File: src/rtl/mips_mult_div_pkg.sv
// Shared definitions for the iterative MIPS multiply/divide unit:
// op encodings, FSM state enum and iteration constants.
package mips_mult_div_pkg;

   localparam int unsigned DATA_W     = 32;
   localparam int unsigned ITER_COUNT = 32;
   localparam int unsigned CNT_W      = $clog2(ITER_COUNT);

   localparam logic [1:0] OP_MULTU = 2'b00;
   localparam logic [1:0] OP_MULT  = 2'b01;
   localparam logic [1:0] OP_DIVU  = 2'b10;
   localparam logic [1:0] OP_DIV   = 2'b11;

   typedef enum logic [1:0] {
      ST_IDLE = 2'd0,
      ST_RUN  = 2'd1,
      ST_FIX  = 2'd2
   } state_e;

endpackage

File: src/rtl/mips_mult_div_step.sv
// Single iteration of the multiply/divide datapath (purely combinational).
// Optional feature macro: MIPS_MULT_DIV_DIVIDE_EN (adds the divide step).
// Ports:
//   acc_i     {upper, lower} accumulator
//   operand_i multiplicand (multiply) or divisor (divide), as a magnitude
//   is_div_i  selects the divide step (only with MIPS_MULT_DIV_DIVIDE_EN)
//   acc_o     next accumulator; for divide, bit 0 is left 0
//   q_bit_o   quotient bit produced by a divide step (0 for multiply)
module mips_mult_div_step
   import mips_mult_div_pkg::*;
#(
   parameter int unsigned WIDTH = DATA_W
) (
   input  logic [2*WIDTH-1:0] acc_i,
   input  logic [WIDTH-1:0]   operand_i,
`ifdef MIPS_MULT_DIV_DIVIDE_EN
   input  logic               is_div_i,
`endif
   output logic [2*WIDTH-1:0] acc_o,
   output logic               q_bit_o
);

   logic [WIDTH:0]     sum_c;
   logic [2*WIDTH-1:0] mul_acc_c;

   // Shift-add: conditionally add multiplicand to the upper half, shift right.
   always_comb begin
      sum_c     = {1'b0, acc_i[2*WIDTH-1:WIDTH]};
      if (acc_i[0]) sum_c = sum_c + {1'b0, operand_i};
      mul_acc_c = {sum_c, acc_i[WIDTH-1:1]};
   end

`ifdef MIPS_MULT_DIV_DIVIDE_EN
   logic [WIDTH:0]   trial_c;
   logic [WIDTH:0]   diff_c;
   logic             ge_c;
   logic [WIDTH-1:0] rem_c;

   // Restoring step: shift the next dividend bit into the remainder and
   // subtract when it fits. A 33-bit compare keeps divide-by-zero correct.
   always_comb begin
      trial_c = acc_i[2*WIDTH-1:WIDTH-1];
      diff_c  = trial_c - {1'b0, operand_i};
      ge_c    = (trial_c >= {1'b0, operand_i});
      rem_c   = ge_c ? diff_c[WIDTH-1:0] : trial_c[WIDTH-1:0];
      if (is_div_i) begin
         acc_o   = {rem_c, acc_i[WIDTH-2:0], 1'b0};
         q_bit_o = ge_c;
      end else begin
         acc_o   = mul_acc_c;
         q_bit_o = 1'b0;
      end
   end
`else
   always_comb begin
      acc_o   = mul_acc_c;
      q_bit_o = 1'b0;
   end
`endif

endmodule

File: src/rtl/mips_mult_div.sv
// Iterative MIPS multiply/divide unit with architectural HI/LO registers.
// Optional feature macro: MIPS_MULT_DIV_DIVIDE_EN (DIVU/DIV support; when
// undefined, divide starts are ignored and the divide datapath is absent).
// Ports:
//   cclk, rstb      clock, async active-low reset
//   start, op       issue request and operation (MULTU/MULT/DIVU/DIV)
//   rs_val, rt_val  operands, sampled only on the accepted start edge
//   busy            operation in progress
//   done            one-cycle pulse when HI/LO are written
//   hi, lo          HI/LO registers
module mips_mult_div
   import mips_mult_div_pkg::*;
#(
   parameter int unsigned WIDTH = DATA_W
) (
   input  logic             cclk,
   input  logic             rstb,
   input  logic             start,
   input  logic [1:0]       op,
   input  logic [WIDTH-1:0] rs_val,
   input  logic [WIDTH-1:0] rt_val,
   output logic             busy,
   output logic             done,
   output logic [WIDTH-1:0] hi,
   output logic [WIDTH-1:0] lo
);

   state_e             state_q;
   logic [CNT_W-1:0]   cnt_q;
   logic [2*WIDTH-1:0] acc_q;
   logic [WIDTH-1:0]   opnd_q;
   logic [WIDTH-1:0]   hi_q;
   logic [WIDTH-1:0]   lo_q;
   logic               neg_res_q;
   logic               busy_q;
   logic               done_q;
`ifdef MIPS_MULT_DIV_DIVIDE_EN
   logic               is_div_q;
   logic               neg_rem_q;
   logic               div0_q;
`endif

   logic               signed_c;
   logic               is_div_c;
   logic               accept_c;
   logic               a_neg_c;
   logic               b_neg_c;
   logic [WIDTH-1:0]   a_mag_c;
   logic [WIDTH-1:0]   b_mag_c;
   logic [2*WIDTH-1:0] prod_c;
   logic [WIDTH-1:0]   hi_fix_c;
   logic [WIDTH-1:0]   lo_fix_c;
   logic [2*WIDTH-1:0] step_acc_c;
   logic               step_q_c;

   // Issue decode: operand magnitudes and result signs for signed ops.
   always_comb begin
      signed_c = (op == OP_MULT) || (op == OP_DIV);
      is_div_c = (op == OP_DIVU) || (op == OP_DIV);
`ifdef MIPS_MULT_DIV_DIVIDE_EN
      accept_c = start;
`else
      accept_c = start && !is_div_c;
`endif
      a_neg_c  = signed_c && rs_val[WIDTH-1];
      b_neg_c  = signed_c && rt_val[WIDTH-1];
      a_mag_c  = a_neg_c ? -rs_val : rs_val;
      b_mag_c  = b_neg_c ? -rt_val : rt_val;
   end

   // Sign correction applied in FIX.
   always_comb begin
      prod_c   = neg_res_q ? -acc_q : acc_q;
      hi_fix_c = prod_c[2*WIDTH-1:WIDTH];
      lo_fix_c = prod_c[WIDTH-1:0];
`ifdef MIPS_MULT_DIV_DIVIDE_EN
      if (is_div_q) begin
         // Remainder follows the dividend sign; a zero divisor leaves
         // |rs| there, so this also restores rs_val into HI.
         hi_fix_c = neg_rem_q ? -acc_q[2*WIDTH-1:WIDTH] : acc_q[2*WIDTH-1:WIDTH];
         if (div0_q)
            lo_fix_c = '1;
         else
            lo_fix_c = neg_res_q ? -acc_q[WIDTH-1:0] : acc_q[WIDTH-1:0];
      end
`endif
   end

   mips_mult_div_step #(.WIDTH(WIDTH)) u_step (
      .acc_i     (acc_q),
      .operand_i (opnd_q),
`ifdef MIPS_MULT_DIV_DIVIDE_EN
      .is_div_i  (is_div_q),
`endif
      .acc_o     (step_acc_c),
      .q_bit_o   (step_q_c)
   );

   // Control FSM, iteration counter and HI/LO registers.
   always_ff @(posedge cclk or negedge rstb) begin
      if (!rstb) begin
         state_q   <= ST_IDLE;
         cnt_q     <= '0;
         acc_q     <= '0;
         opnd_q    <= '0;
         hi_q      <= '0;
         lo_q      <= '0;
         neg_res_q <= 1'b0;
         busy_q    <= 1'b0;
         done_q    <= 1'b0;
`ifdef MIPS_MULT_DIV_DIVIDE_EN
         is_div_q  <= 1'b0;
         neg_rem_q <= 1'b0;
         div0_q    <= 1'b0;
`endif
      end else begin
         done_q <= 1'b0;
         case (state_q)
            ST_IDLE: begin
               if (accept_c) begin
                  acc_q     <= {{WIDTH{1'b0}}, a_mag_c};
                  opnd_q    <= b_mag_c;
                  neg_res_q <= a_neg_c ^ b_neg_c;
`ifdef MIPS_MULT_DIV_DIVIDE_EN
                  is_div_q  <= is_div_c;
                  neg_rem_q <= a_neg_c;
                  div0_q    <= (rt_val == '0);
`endif
                  cnt_q     <= '0;
                  busy_q    <= 1'b1;
                  state_q   <= ST_RUN;
               end
            end
            ST_RUN: begin
               acc_q <= step_acc_c | (2*WIDTH)'(step_q_c);
               cnt_q <= cnt_q + CNT_W'(1);
               if (cnt_q == CNT_W'(ITER_COUNT - 1)) state_q <= ST_FIX;
            end
            ST_FIX: begin
               hi_q    <= hi_fix_c;
               lo_q    <= lo_fix_c;
               done_q  <= 1'b1;
               busy_q  <= 1'b0;
               state_q <= ST_IDLE;
            end
            default: state_q <= ST_IDLE;
         endcase
      end
   end

   assign busy = busy_q;
   assign done = done_q;
   assign hi   = hi_q;
   assign lo   = lo_q;

endmodule
File: config.mk
export PLATFORM = sky130hd
export DESIGN_NAME = mips_mult_div
export DESIGN_NICKNAME = d
export VERILOG_FILES = /design/src/rtl/mips_mult_div_pkg.sv /design/src/rtl/mips_mult_div_step.sv /design/src/rtl/mips_mult_div.sv
export SDC_FILE = /design/constraint.sdc
export NUM_CORES = 1
export LEC_CHECK = 0
export ABC_CLOCK_PERIOD_IN_PS = 6400
export BUFFER_PORTS_ARGS = -buffer_cell sky130_fd_sc_hd__buf_2
export CAP_MARGIN = 20
export CORE_MARGIN = 5
export CORE_UTILIZATION = 48
export DETAILED_ROUTE_END_ITERATION = 12
export GPL_ROUTABILITY_DRIVEN = 0
export HOLD_SLACK_MARGIN = 0.15
export PLACE_DENSITY = 0.73
export SYNTH_ARGS = -nofsm -noshare
export SYNTH_HDL_FRONTEND = slang
export SYNTH_SLANG_ARGS = --single-unit
File: constraint.sdc
create_clock -name cclk -period 6.4 [get_ports cclk]
set_input_delay 0.64 -clock cclk [delete_from_list [all_inputs] [get_ports cclk]]
set_output_delay 0.64 -clock cclk [all_outputs]
set_load 0.005 [all_outputs]
=== After elaboration in Yosys (flattened, before gate mapping) ===
Index checks and enable logic that the tools add are counted.

* Register bits after elaboration: 170
* Input port bits: 69
* Output and inout port bits: 66
* Logic and storage cells: 50

* Add/subtract/negate cells: 5
* Equality and inequality tests: 8
* Muxes and demuxes: 14
* Bitwise gates (word level): 1
* Reductions and logical operators: 13

{| class="wikitable"
|+ Operators by type and width
! cell !! number
|-
| two-way mux 64 bit || 2
|-
| one-hot mux 64 bit (2 select lines) || 1
|-
| two-way mux 32 bit || 2
|-
| negator 32 bit || 2
|-
| negator 64 bit || 1
|-
| adder 32 x 32 -> 33 bit || 1
|-
| two-way mux 33 bit || 1
|-
| one-hot mux 5 bit (2 select lines) || 1
|-
| AND reduction 2 bit || 4
|-
| == test 2 bit, second input constant || 3
|-
| adder 5 x 1 -> 5 bit, second input constant || 1
|-
| == test 5 bit, second input constant || 1
|-
| two-way mux 5 bit || 1
|-
| == test 2 x 1 -> 1 bit, second input constant || 2
|-
| two-way mux 2 bit || 2
|-
| inequality test 2 bit, second input constant || 2
|-
| one-hot mux 2 bit (2 select lines) || 1
|-
| nonzero test 2 bit || 2
|-
| logical AND 1 bit || 3
|-
| logical NOT 2 bit || 1
|-
| logical OR 1 bit || 2
|-
| two-way mux 1 bit || 2
|-
| one-hot mux 1 bit (2 select lines) || 1
|-
| logical NOT 1 bit || 1
|-
| bitwise XOR 1 bit || 1
|}

=== Logic depth before layout (Yosys ltp) ===
Gate-level depths: netlist (run 1).

* Depth in word-level cells: 6
* Depth in mapped cells: 12
* Mapped depth without buffers: 12

=== By module ===
A second synthesis (run 1) with hierarchy kept.

* Cell total of the unflattened synthesis: 1404
* Area total of the unflattened synthesis: 11866.4 um^2

{| class="wikitable"
|+ By module, submodules not included
! module !! instances !! cells an instance !! area each (um^2) !! seq. area each (um^2)
|-
| mips_mult_div || 1 || 1035 || 9295.2 || 4254.1
|-
| mips_mult_div_step || 1 || 369 || 2571.2 || 0.0
|}

=== Least setup slack after synthesis (run 1) ===
Ideal clock, no wire load.

* Kind: reg-to-reg
* Start point: register acc_q[13]
* End point: register hi_q[25] (netlist: hi[25])
* Library setup time: 0.129 ns
* Arrival time: 2.935 ns
* Required time: 6.271 ns
* Slack: 3.336 ns
* Stages on the path, launching flop included: 12
* Buffers on the path: 2
* Period minus slack after synthesis: 3.064 ns
* Path through: dfrtp_1 > or4_4 > or3_4 > or3_4 > buf_6 > or4_4 > buf_6 > nor2_8 > nand2_4 > o31ai_4 > xor2_1 > o21ai_1

* Cells in the longest elaborated chain, start to end: 2

{| class="wikitable"
|+ Ends and longest elaborated chain
! what !! line !! source
|-
| start: declaration || mips_mult_div.sv:30 || <nowiki>logic [2*WIDTH-1:0] acc_q;</nowiki>
|-
| start signal: assignment || mips_mult_div.sv:121 || <nowiki>acc_q <= {{WIDTH{1'b0}}, a_mag_c};</nowiki>
|-
| start signal: assignment || mips_mult_div.sv:135 || <nowiki>acc_q <= step_acc_c | (2*WIDTH)'(step_q_c);</nowiki>
|-
| negator 64 bit || mips_mult_div.sv:73 || <nowiki>prod_c = neg_res_q ? -acc_q : acc_q;</nowiki>
|-
| two-way mux 64 bit || mips_mult_div.sv:73 ||
|-
| end signal: assignment || mips_mult_div.sv:140 || <nowiki>hi_q <= hi_fix_c;</nowiki>
|-
| end: declaration || mips_mult_div.sv:32 || <nowiki>logic [WIDTH-1:0] hi_q;</nowiki>
|}

Every way passes these cells.
A chain may end at the register's enable or synchronous reset.

=== Worst setup path after layout (run 1) ===
* Start point: register acc_q[0]
* End point: register hi_q[16] (netlist: hi[16])

Same word-level chain as after synthesis.

==> run_results.csv, run 1 <==
group,metric,value,unit
timing,timing.fmax,255.5,MHz
floorplan,start_util,48.24,%
pwr,intPower,3.317,mW
detailed_routing,drc,0,
clock_network,cts_tree,"done",
timing,slew_headroom,27.97,%
cells_and_area,final_common_cell,"o21ai_0",
floorplan,fp.dieH,160.2,um
placement,dp_hpwl,20670,um
global_route,grt_max_degree,131,
yosys,ys_ff_latch,170,
detailed_routing,ant_nets,0,
worst_setup_path,critPathMaxFanout,30,
floorplan,rows,55,
timing,fin_skew,0.01031,ns
clock_network,holdBufCountCts,0,
clock_network,numCtsBuffers,17,
timing,setup_violations,0,
pwr,pwr-share-comb,49.2,%
global_route,overflow,0,
cells_and_area,diodes,0,
clock_network,clk_pin_slew,0.06,ns
worst_setup_path,critical_path.endpoint_type,"register",
worst_setup_path,critical_path_required,6.67,ns
pwr,clockPowerShare,17.8,%
timing,max_slew.worst_pin.slew,1.080,ns
yosys,postSynthCellCount,1266,
clock_network,ctsResizeCount,0,
yosys,synthFlopType,"dfrtp_1",
worst_setup_path,worstPathArrival,4.19,ns
pwr,p_seq_share,33.0,%
yosys,async_flop_share,100.0,%
detailed_routing,routed_wl,27970,um
global_route,track_usage,21.59,%
pwr,cellLeakagePower,5.427,nW
detailed_routing,drt_iter0_drc,620,
status,status,"finished clean",
worst_setup_path,r2r_end,"hi[16]",
floorplan,dieArea,25650,um^2
floorplan,coreArea,22430,um^2
global_route,first_global_vias,8986,
timing,fin_crit,3.914,ns
timing,rsz0062_at_grt,"false",
flow_run,drv_cap,0,
clock_network,clock_path_buffers,2,
timing,post-route-period-util,61.16,%
pwr,switching_share,45.18,%
pwr,switchingPower,2.734,mW
detailed_routing,first_pass_iters,6,
pwr,power.density,493.9,nW/um^2
timing,hold_ws,0.2959,ns
cells_and_area,regArea,4254,um^2
yosys,yosysWarnings,0,
floorplan,fp.dieW,160.2,um
detailed_routing,avgRoutedWirePerCell,16.96,um
global_route,antenna_found_initial,3,
yosys,synth-edff-count,0,
yosys,synth_nets,1373,
timing,finalMaxSlewViolations,0,
worst_setup_path,reg2regPathDepth,10,
pwr,peakVddDrop,207.7,uV
cells_and_area,area_growth,13.22,%
detailed_routing,num_vias,9484,
cells_and_area,drive_gt1_share,14.66,%
yosys,synth_area_per_cell,8.548,um^2
floorplan,ioPinCount,135,
cells_and_area,fillers,2041,
clock_network,cts_sinks,170,
worst_setup_path,criticalPathCategory,"register to register",
cells_and_area,final_nets,1458,
yosys,seq_area_frac_synth,39.31,%
cells_and_area,final_cell_mix,"o21ai_0, nand2_1, dfrtp_1, buf_2, xor2_1",
yosys,ys_types,63,
worst_setup_path,reg2reg_slack,2.49,ns
yosys,syn_area,10820,um^2
cells_and_area,multiInputGateArea,6226,um^2
placement,io_buffers,134,
timing,hold_viol_final,0,
detailed_routing,drt-vias-per-instance,5.751,
min_path,hp-class,"input port to async pin",
clock_network,cts_root_buffer,"clkbuf_16",
timing,final.setup.tns,0,ns
clock_network,cts_setup_buffers,0,
global_route,grt_pass1_wl,46290,um
worst_setup_path,startpoint_type,"register",
clock_network,clk_latency,0.43,ns
worst_setup_path,reg2reg_from,"acc_q[0]",
cells_and_area,post-route-util,54.61,%
clock_network,htree_num_levels,4,
## worst max-delay path, stage by stage (launching register included)
cell,delay [ns]
dfrtp_1,0.69
inv_1,0.86
ha_1,0.32
nand3_1,0.12
or3_2,0.53
or2_1,0.30
nor3_2,0.26
nand3_1,0.17
o41ai_2,0.25
xor2_1,0.19
o21ai_1,0.08
## sequential cells by signal, summed over array words and instances, names as in the netlist
register   cells
done           1
opnd_q        32
neg_res_q      1
lo            32
acc_q         64
hi            32
cnt_q          5
busy           1
state_q        2
## final cells by class
cell class,count,share of cell area [%]
multi-input combinational,1002,50.82
sequential,170,34.72
timing repair buffer,142,6.015
clock buffer,19,3.615
tap,285,2.911
clock inverter,13,1.368
inverter,18,0.5515
## kinds of logic (layout without fill, tap and decap cells)
family / Yosys count / in the layout / synth area share (%)
and+or+nand+nor: 398 / 398 / 17.52
DFF: 170 / 170 / 39.31
xor gates and xnor gates: 138 / 138 / 11.17
buffers and inverters: 94 / 192 / 3.411
AOI/OAI and AO/OA: 409 / 409 / 22.37
muxes: 19 / 19 / 1.757
adders and majority gates: 38 / 38 / 4.463
## per-layer routing
layer | wire (um) | share of wire [%] | track usage (%)
met1 | 13710 | 49 | 33.11
met2 | 11870 | 42 | 31.60
met3 | 1958 | 7.0 | 4.258
met4 | 401 | 1.4 | 4.732
met5 | 28 | 0.10 | 0
## cells in the mapped netlist (5+ instances only)
library cell,count,area share (%)
and2_1,6,0.35
o41ai_1,8,0.65
o21a_1,5,0.35
nand2b_1,10,0.58
buf_1,9,0.31
a31oi_1,10,0.58
a32oi_1,7,0.57
and3_1,10,0.58
o21bai_1,5,0.35
a21o_1,9,0.62
clkbuf_1,64,2.2
o21ai_1,6,0.28
nand3_1,27,1.2
nor3_1,27,1.2
inv_1,18,0.62
or4_1,9,0.62
nand4_1,10,0.58
mux2i_1,19,1.8
nor4_1,16,0.92
nor2b_1,5,0.29
a22o_1,7,0.57
or3_1,17,0.98
nand2_1,179,6.2
a21oi_1,75,3.5
nor2_1,60,2.1
o21ai_0,207,9.6
o31ai_1,26,1.8
a22oi_1,22,1.5
xor2_1,92,7.4
dfrtp_1,170,39
ha_1,37,4.3
xnor2_1,46,3.7
## worst max path at each step
stage	from	to	slack, ns
finish	acc_q[0]	hi[16]	2.49
global route	acc_q[0]	hi[16]	2.23
CTS	acc_q[0]	hi[16]	2.48
detailed placement	acc_q[0]	hi[16]	2.48
global placement	acc_q[0]	hi[16]	2.58
floorplan	acc_q[13]	hi[25]	3.34
## power by group through the flow
stage	logic (mW)	clock network, mW	registers [mW]
after detailed placement	2.93	0	2.00
after global routing	3.34	1.13	2.04
final	2.98	1.08	2.00
after CTS	2.95	1.09	1.98
after global placement	2.84	0	1.98
after floorplan	2.32	0	1.77
## metrics by stage
stage               setup WS (ns)  total power, mW  cells  cell area (um^2)
floorplan                   3.336            4.087   1266             10820
global placement            2.576            4.828   1617             11640
detailed placement          2.481            4.925   1617             11640
CTS                         2.483            6.017   1649             12250
global route                2.231            6.519   1649             12250
finish                      2.486            6.051   1649             12250
(Power assumes the default switching activity.)
==> inputs of run 2 (changes only) <==
--- a/config.mk
+++ b/config.mk
@@ -5,7 +5,8 @@
 export SDC_FILE = /design/constraint.sdc
 export NUM_CORES = 1
 export LEC_CHECK = 0
-export ABC_CLOCK_PERIOD_IN_PS = 6400
+export ABC_AREA = 1
+export ABC_CLOCK_PERIOD_IN_PS = 3900
 export BUFFER_PORTS_ARGS = -buffer_cell sky130_fd_sc_hd__buf_2
 export CAP_MARGIN = 20
 export CORE_MARGIN = 5
@@ -13,7 +14,7 @@
 export DETAILED_ROUTE_END_ITERATION = 12
 export GPL_ROUTABILITY_DRIVEN = 0
 export HOLD_SLACK_MARGIN = 0.15
-export PLACE_DENSITY = 0.73
+export PLACE_DENSITY = 0.72
 export SYNTH_ARGS = -nofsm -noshare
 export SYNTH_HDL_FRONTEND = slang
 export SYNTH_SLANG_ARGS = --single-unit
==> constraint.sdc (replaced) <==
create_clock -name cclk -period 3.9 [get_ports cclk]
set_input_delay 0.39 -clock cclk [delete_from_list [all_inputs] [get_ports cclk]]
set_output_delay 0.39 -clock cclk [all_outputs]
set_load 0.005 [all_outputs]
==> run_results.csv, run 2 <==
group,metric,value,unit
worst_setup_path,critical_path.endpoint_type,"register",
worst_setup_path,path_cells,"nor2_1 -> and3_1 -> inv_2 -> buf_4 -> a21oi_1 -> a22oi_1",
detailed_routing,drt-vias-per-instance,5.480,
worst_setup_path,critPathMaxStageDelay,0.53,ns
worst_setup_path,critical_path_required,4.14,ns
cells_and_area,fillers,2711,
timing,final.setup.tns,0,ns
pwr,pwr-share-comb,59.0,%
clock_network,cts_root_buffer,"clkbuf_16",
worst_setup_path,startpoint_type,"register",
global_route,grt_max_degree,89,
clock_network,holdBufCountCts,1,
worst_setup_path,critPathTopFamily,"buffers and inverters",
worst_setup_path,crit_path_top_delay_cell,"and3_1",
cells_and_area,multiInputGateArea,7532,um^2
min_path,whs_path_depth,3,
flow_run,drv_cap,0,
timing,timing.fmax,439.6,MHz
cells_and_area,final_area,14650,um^2
timing,worst_slack,1.625,ns
cells_and_area,final_common_cell,"nand2_1",
global_route,antenna_found_initial,0,
worst_setup_path,reg2reg_from,"state_q[1]",
min_path,hp-class,"input port to register",
detailed_routing,ant_nets,0,
pwr,switching_share,54.05,%
pwr,intPower,5.450,mW
timing,hold_viol_final,0,
yosys,syn_area,13090,um^2
yosys,yosys-top-cells-area,"dfrtp_1, nand2_1, inv_1, nand3_1, nor2_1",
yosys,synth_top_cell_area_share,32.50,%
yosys,synth_area_per_cell,6.303,um^2
timing,rsz0062_at_grt,"false",
yosys,ys_ff_latch,170,
timing,slew_headroom,30.02,%
min_path,holdPathEnd,"opnd_q[31]",
clock_network,htree_num_levels,4,
timing,finalMaxSlewViolations,0,
detailed_routing,avgRoutedWirePerCell,16.19,um
detailed_routing,drt_iter0_drc,1558,
global_route,grt_pass1_wl,66690,um
clock_network,numCtsBuffers,17,
cells_and_area,diodes,0,
clock_network,clk_pin_slew,0.07,ns
yosys,seq_area_frac_synth,32.50,%
placement,dp_hpwl,32570,um
pwr,switchingPower,6.411,mW
clock_network,cts_setup_buffers,0,
detailed_routing,drc,0,
yosys,async_flop_share,100.0,%
cells_and_area,regArea,4254,um^2
yosys,yosysMostFrequentCell,"nand2_1",
clock_network,clk_latency,0.44,ns
yosys,synth_nets,2184,
pwr,peakVddDrop,361.0,uV
yosys,synth-edff-count,0,
pwr,cellLeakagePower,7.639,nW
clock_network,ctsResizeCount,0,
floorplan,dieArea,30680,um^2
pwr,power.density,809.8,nW/um^2
clock_network,clock_path_buffers,2,
pwr,clockPowerShare,14.4,%
cells_and_area,largest_register_ffs,64,
cells_and_area,largest_register,"acc_q",
floorplan,fp.dieW,175.1,um
worst_setup_path,reg2reg_slack,1.63,ns
worst_setup_path,reg2regPathDepth,6,
detailed_routing,routed_wl,41130,um
yosys,synthFlopType,"dfrtp_1",
cells_and_area,final_cell_mix,"nand2_1, inv_1, nor2_1, nand3_1, dfrtp_1",
placement,io_buffers,134,
status,status,"finished clean",
floorplan,rows,60,
cells_and_area,area_growth,11.88,%
yosys,postSynthCellCount,2077,
yosys,yosysWarnings,0,
detailed_routing,num_vias,13920,
global_route,first_global_vias,12880,
yosys,synth_top_area_cell,"dfrtp_1",
placement,postPlaceCellArea,14060,um^2
timing,max_slew.worst_pin.slew,1.050,ns
floorplan,fp.dieH,175.1,um
floorplan,coreArea,26880,um^2
timing,post-route-period-util,58.33,%
cells_and_area,drive_gt1_share,10.46,%
floorplan,start_util,48.71,%
worst_setup_path,critPathMaxFanout,48,
timing,setup_violations,0,
worst_setup_path,r2r_end,"neg_res_q",
yosys,ys_types,41,
worst_setup_path,worstPathArrival,2.52,ns
floorplan,ioPinCount,135,
cells_and_area,final_nets,2293,
clock_network,cts_sinks,170,
worst_setup_path,criticalPathCategory,"register to register",
timing,fin_crit,2.275,ns
pwr,p_seq_share,26.6,%
min_path,min-delay-start,"rt_val[31]",
timing,fin_skew,0.008027,ns
global_route,overflow,0,
yosys,synthTopCellsByCount,"nand2_1, inv_1, nor2_1",
global_route,track_usage,26.68,%
worst_setup_path,cp_num_buf_inv,2,
detailed_routing,first_pass_iters,7,
placement,preCtsSetupSlack,1.581,ns
clock_network,cts_tree,"done",
run 2: changes by cell type after synthesis, sizes merged, moves of 29 or more:
cell	previous run	this run
clkbuf	64	35
inv	18	285
nand2	180	708
nand3	27	185
nor2	61	247
o21ai	213	128
xnor2	46	7
xor2	92	51
run 2: cell type report:
type,count,area share [%]
multi-input cells,1564,51.43
flip-flops and latches,170,29.05
inverters,285,7.304
repair buffers,148,5.356
well taps,341,2.913
clock buffers,17,2.905
clock inverters,15,1.051
run 2: kinds of logic (layout without fill, tap and decap cells):
logic type	after synthesis	in the layout	synth area share, %
AOI/OAI and AO/OA	276	276	11.91
and+or+nand+nor	1192	1192	38.02
xor gates and xnor gates	58	58	3.880
adders and majority gates	38	38	3.689
buffers and inverters	343	465	10.01
DFF	170	170	32.50
run 2: worst min-delay path: cells and delay by family:
family	cells	cell delay, ns
buffers and inverters	1	0.09
and+or+nand+nor	2	0.13
run 2: how the worst max path moves through the flow:
stage               start         to  slack (ns)  cells past startpoint
2_1_floorplan    acc_q[0]     hi[10]        1.65                     15
3_3_place_gp        op[1]  neg_res_q        1.62                      7
3_5_place_dp        op[1]  neg_res_q        1.58                      7
4_1_cts        state_q[1]  neg_res_q        1.64                      6
5_1_grt         acc_q[32]  acc_q[47]        1.35                     13
6_report       state_q[1]  neg_res_q        1.63                      6
run 2: power groups by stage:
| stage | combinational [mW] | clock [mW] | sequential, mW |
|---|---|---|---|
| after floorplan | 5.21 | 0 | 2.78 |
| after global placement | 6.68 | 0 | 3.11 |
| after detailed placement | 6.79 | 0 | 3.13 |
| after CTS | 6.86 | 1.72 | 3.10 |
| after global routing | 7.93 | 1.79 | 3.20 |
| final | 7.00 | 1.71 | 3.15 |
run 2: metal layers:
layer | vias to the layer above | track usage (%) | part of all wire [%]
met4 | 0 | 7.169 | 2.4
met2 | 721 | 38.56 | 41
met3 | 78 | 5.452 | 11
li1 | 6856 | - | -
met1 | 6264 | 40.47 | 45
met5 | - | 0 | 0
run 2: metrics by stage:
stage / instances / total power [mW] / util (%) / hold slack (ns)
finish: 2540 / 11.86 / 54.50 / 0.1991
detailed placement: 2507 / 9.925 / 52.30 / 0.4615
floorplan: 2077 / 7.991 / - / 0.09441
CTS: 2540 / 11.68 / 54.50 / 0.1985
global placement: 2507 / 9.797 / 52.30 / 0.4595
global route: 2540 / 12.93 / 54.50 / 0.2277
==> inputs of run 3 (changes only) <==
--- a/config.mk
+++ b/config.mk
@@ -5,8 +5,8 @@
 export SDC_FILE = /design/constraint.sdc
 export NUM_CORES = 1
 export LEC_CHECK = 0
-export ABC_AREA = 1
-export ABC_CLOCK_PERIOD_IN_PS = 3900
+export ABC_AREA = 0
+export ABC_CLOCK_PERIOD_IN_PS = 1920
 export BUFFER_PORTS_ARGS = -buffer_cell sky130_fd_sc_hd__buf_2
 export CAP_MARGIN = 20
 export CORE_MARGIN = 5
@@ -14,7 +14,7 @@
 export DETAILED_ROUTE_END_ITERATION = 12
 export GPL_ROUTABILITY_DRIVEN = 0
 export HOLD_SLACK_MARGIN = 0.15
-export PLACE_DENSITY = 0.72
+export PLACE_DENSITY = 0.76
 export SYNTH_ARGS = -nofsm -noshare
 export SYNTH_HDL_FRONTEND = slang
 export SYNTH_SLANG_ARGS = --single-unit
==> constraint.sdc (replaced) <==
create_clock -name cclk -period 1.92 [get_ports cclk]
set_input_delay 0.192 -clock cclk [delete_from_list [all_inputs] [get_ports cclk]]
set_output_delay 0.192 -clock cclk [all_outputs]
set_load 0.005 [all_outputs]
==> run_results.csv, run 3 (synthesis gave the netlist of run 1 again) <==
group,metric,value,unit
cells_and_area,area_growth,49.49,%
pwr,clockPowerShare,12.3,%
pwr,intPower,15.61,mW
pwr,switching_share,45.93,%
pwr,power.density,1785,nW/um^2
clock_network,numCtsBuffers,17,
pwr,p_seq_share,20.7,%
clock_network,htree_num_levels,4,
global_route,grt_pass1_wl,57720,um
global_route,first_global_vias,11300,
placement,dp_hpwl,24450,um
clock_network,clock_path_buffers,2,
detailed_routing,drc,0,
clock_network,cts_root_buffer,"clkbuf_16",
global_route,antenna_found_initial,0,
placement,postPlaceCellArea,13930,um^2
worst_setup_path,critPathMaxFanout,3,
timing,fin_crit,3.114,ns
timing,slew_headroom,58.98,%
floorplan,dieArea,25650,um^2
worst_setup_path,critical_path.endpoint_type,"register",
detailed_routing,drt-vias-per-instance,6.023,
status,status,"finished with violations",
detailed_routing,num_vias,11850,
floorplan,rows,55,
placement,io_buffers,134,
flow_run,drv_cap,0,
clock_network,cts_sinks,170,
global_route,track_usage,27.22,%
detailed_routing,ant_nets,0,
pwr,cellLeakagePower,7.318,nW
worst_setup_path,worstPathArrival,3.42,ns
pwr,peakVddDrop,889.5,uV
floorplan,start_util,48.24,%
global_route,grt_max_degree,71,
timing,timing.fmax,321.2,MHz
cells_and_area,final_common_cell,"buf_4",
cells_and_area,largest_register,"acc_q",
pwr,switchingPower,13.26,mW
timing,hold_viol_final,0,
cells_and_area,diodes,0,
detailed_routing,avgRoutedWirePerCell,20.14,um
worst_setup_path,startpoint_type,"register",
global_route,overflow,0,
detailed_routing,routed_wl,39640,um
min_path,hp-class,"input port to register",
timing,setup_violations,77,
pwr,pwr-share-comb,67.0,%
placement,place_inst,1870,
cells_and_area,largest_register_ffs,64,
cells_and_area,final_nets,1777,
floorplan,ioPinCount,135,
status,violations,"negative setup slack",
clock_network,clk_pin_slew,0.07,ns
timing,post-route-period-util,162.2,%
floorplan,coreArea,22430,um^2
cells_and_area,fin_cells,1968,
detailed_routing,first_pass_iters,6,
timing,rsz0062_at_grt,"true",
timing,finalMaxSlewViolations,0,
timing,worst_slack,-1.194,ns
worst_setup_path,critical_path_required,2.23,ns
cells_and_area,final_cell_mix,"buf_4, nand2_1, dfrtp_1, buf_2, o21ai_0",
clock_network,cts_tree,"done",
floorplan,fp.dieW,160.2,um
timing,fin_skew,0.01056,ns
worst_setup_path,criticalPathCategory,"register to register",
clock_network,clk_latency,0.44,ns
cells_and_area,drive_gt1_share,38.86,%
floorplan,fp.dieH,160.2,um
detailed_routing,drt_iter0_drc,1344,
cells_and_area,final_area,16180,um^2
cells_and_area,fillers,1422,
timing,max_slew.worst_pin.slew,0.6152,ns
-- run 3: final timing paths --
kind | start | end | slack, ns | cells past startpoint
max in group asynchronous | rstb | hi[15] | 1.05 | 3
min in group asynchronous | rstb | opnd_q[2] | 0.20 | 2
max | acc_q[19] | hi[25] | -1.19 | 9
min reg2reg | busy | busy | 0.47 | 2
max reg2reg | acc_q[19] | hi[25] | -1.19 | 9
min | rt_val[4] | opnd_q[4] | 0.15 | 4
-- run 3: power by group through the flow --
stage	combinational, mW	clock, mW	sequential, mW
floorplan	8.51	0	6.00
global placement	14.3	0	5.84
detailed placement	14.8	0	5.92
CTS	16.6	3.52	5.88
global route	20.4	3.68	6.07
finish	19.3	3.54	5.98
-- run 3: timing repair --
action	in CTS	in global routing
pin swaps	66	103
setup buffers	15	25
hold buffers	36	0
gates resized for setup	129	140
cloned	0	1
hold endpoints to repair	204	0
endpoints found under the setup margin	96	120
-- run 3: layer usage --
metal	routed length, um	part of all wire, %	up-vias	GRT usage, %
li1	-	-	5350	-
met4	1434	3.6	0	8.291
met1	15700	40	5675	37.45
met3	3857	9.7	148	4.981
met2	18650	47	680	44.05
met5	0	0	-	0
-- run 3: critical path, cell delays in order (launching register included) --
cell and delay (ns):
dfrtp_1 0.38, or4_1 0.55, or3_4 0.37, or3_4 0.40, or4_4 0.58, nor2_8 0.14, nand2_4 0.09, o31ai_4 0.20
xor2_1 0.18, o21ai_1 0.09
-- run 3: stage by stage --
stage	total power [mW]	setup slack (ns)	utilization, %	hold slack (ns)	TNS (ns)
finish	28.88	-1.194	72.11	0.1451	-56.69
global route	30.16	-1.258	72.11	0.1774	-63.36
CTS	26.00	-1.089	69.25	0.1506	-49.42
detailed placement	20.76	-1.057	62.09	0.08546	-55.28
global placement	20.18	-1.033	62.09	0.08441	-50.76
floorplan	14.51	-1.141	-	-0.1036	-38.80
-- run 3: final cells by class --
type                       count  area, um^2  share of cell area, %
multi-input combinational   1003        7498                  46.35
sequential                   170        4263                  26.35
clock inverter                15       175.2                  1.083
timing repair buffer         460        3391                  20.96
tap                          285       356.6                  2.204
clock buffer                  17       425.4                  2.630
inverter                      18       67.56                 0.4177
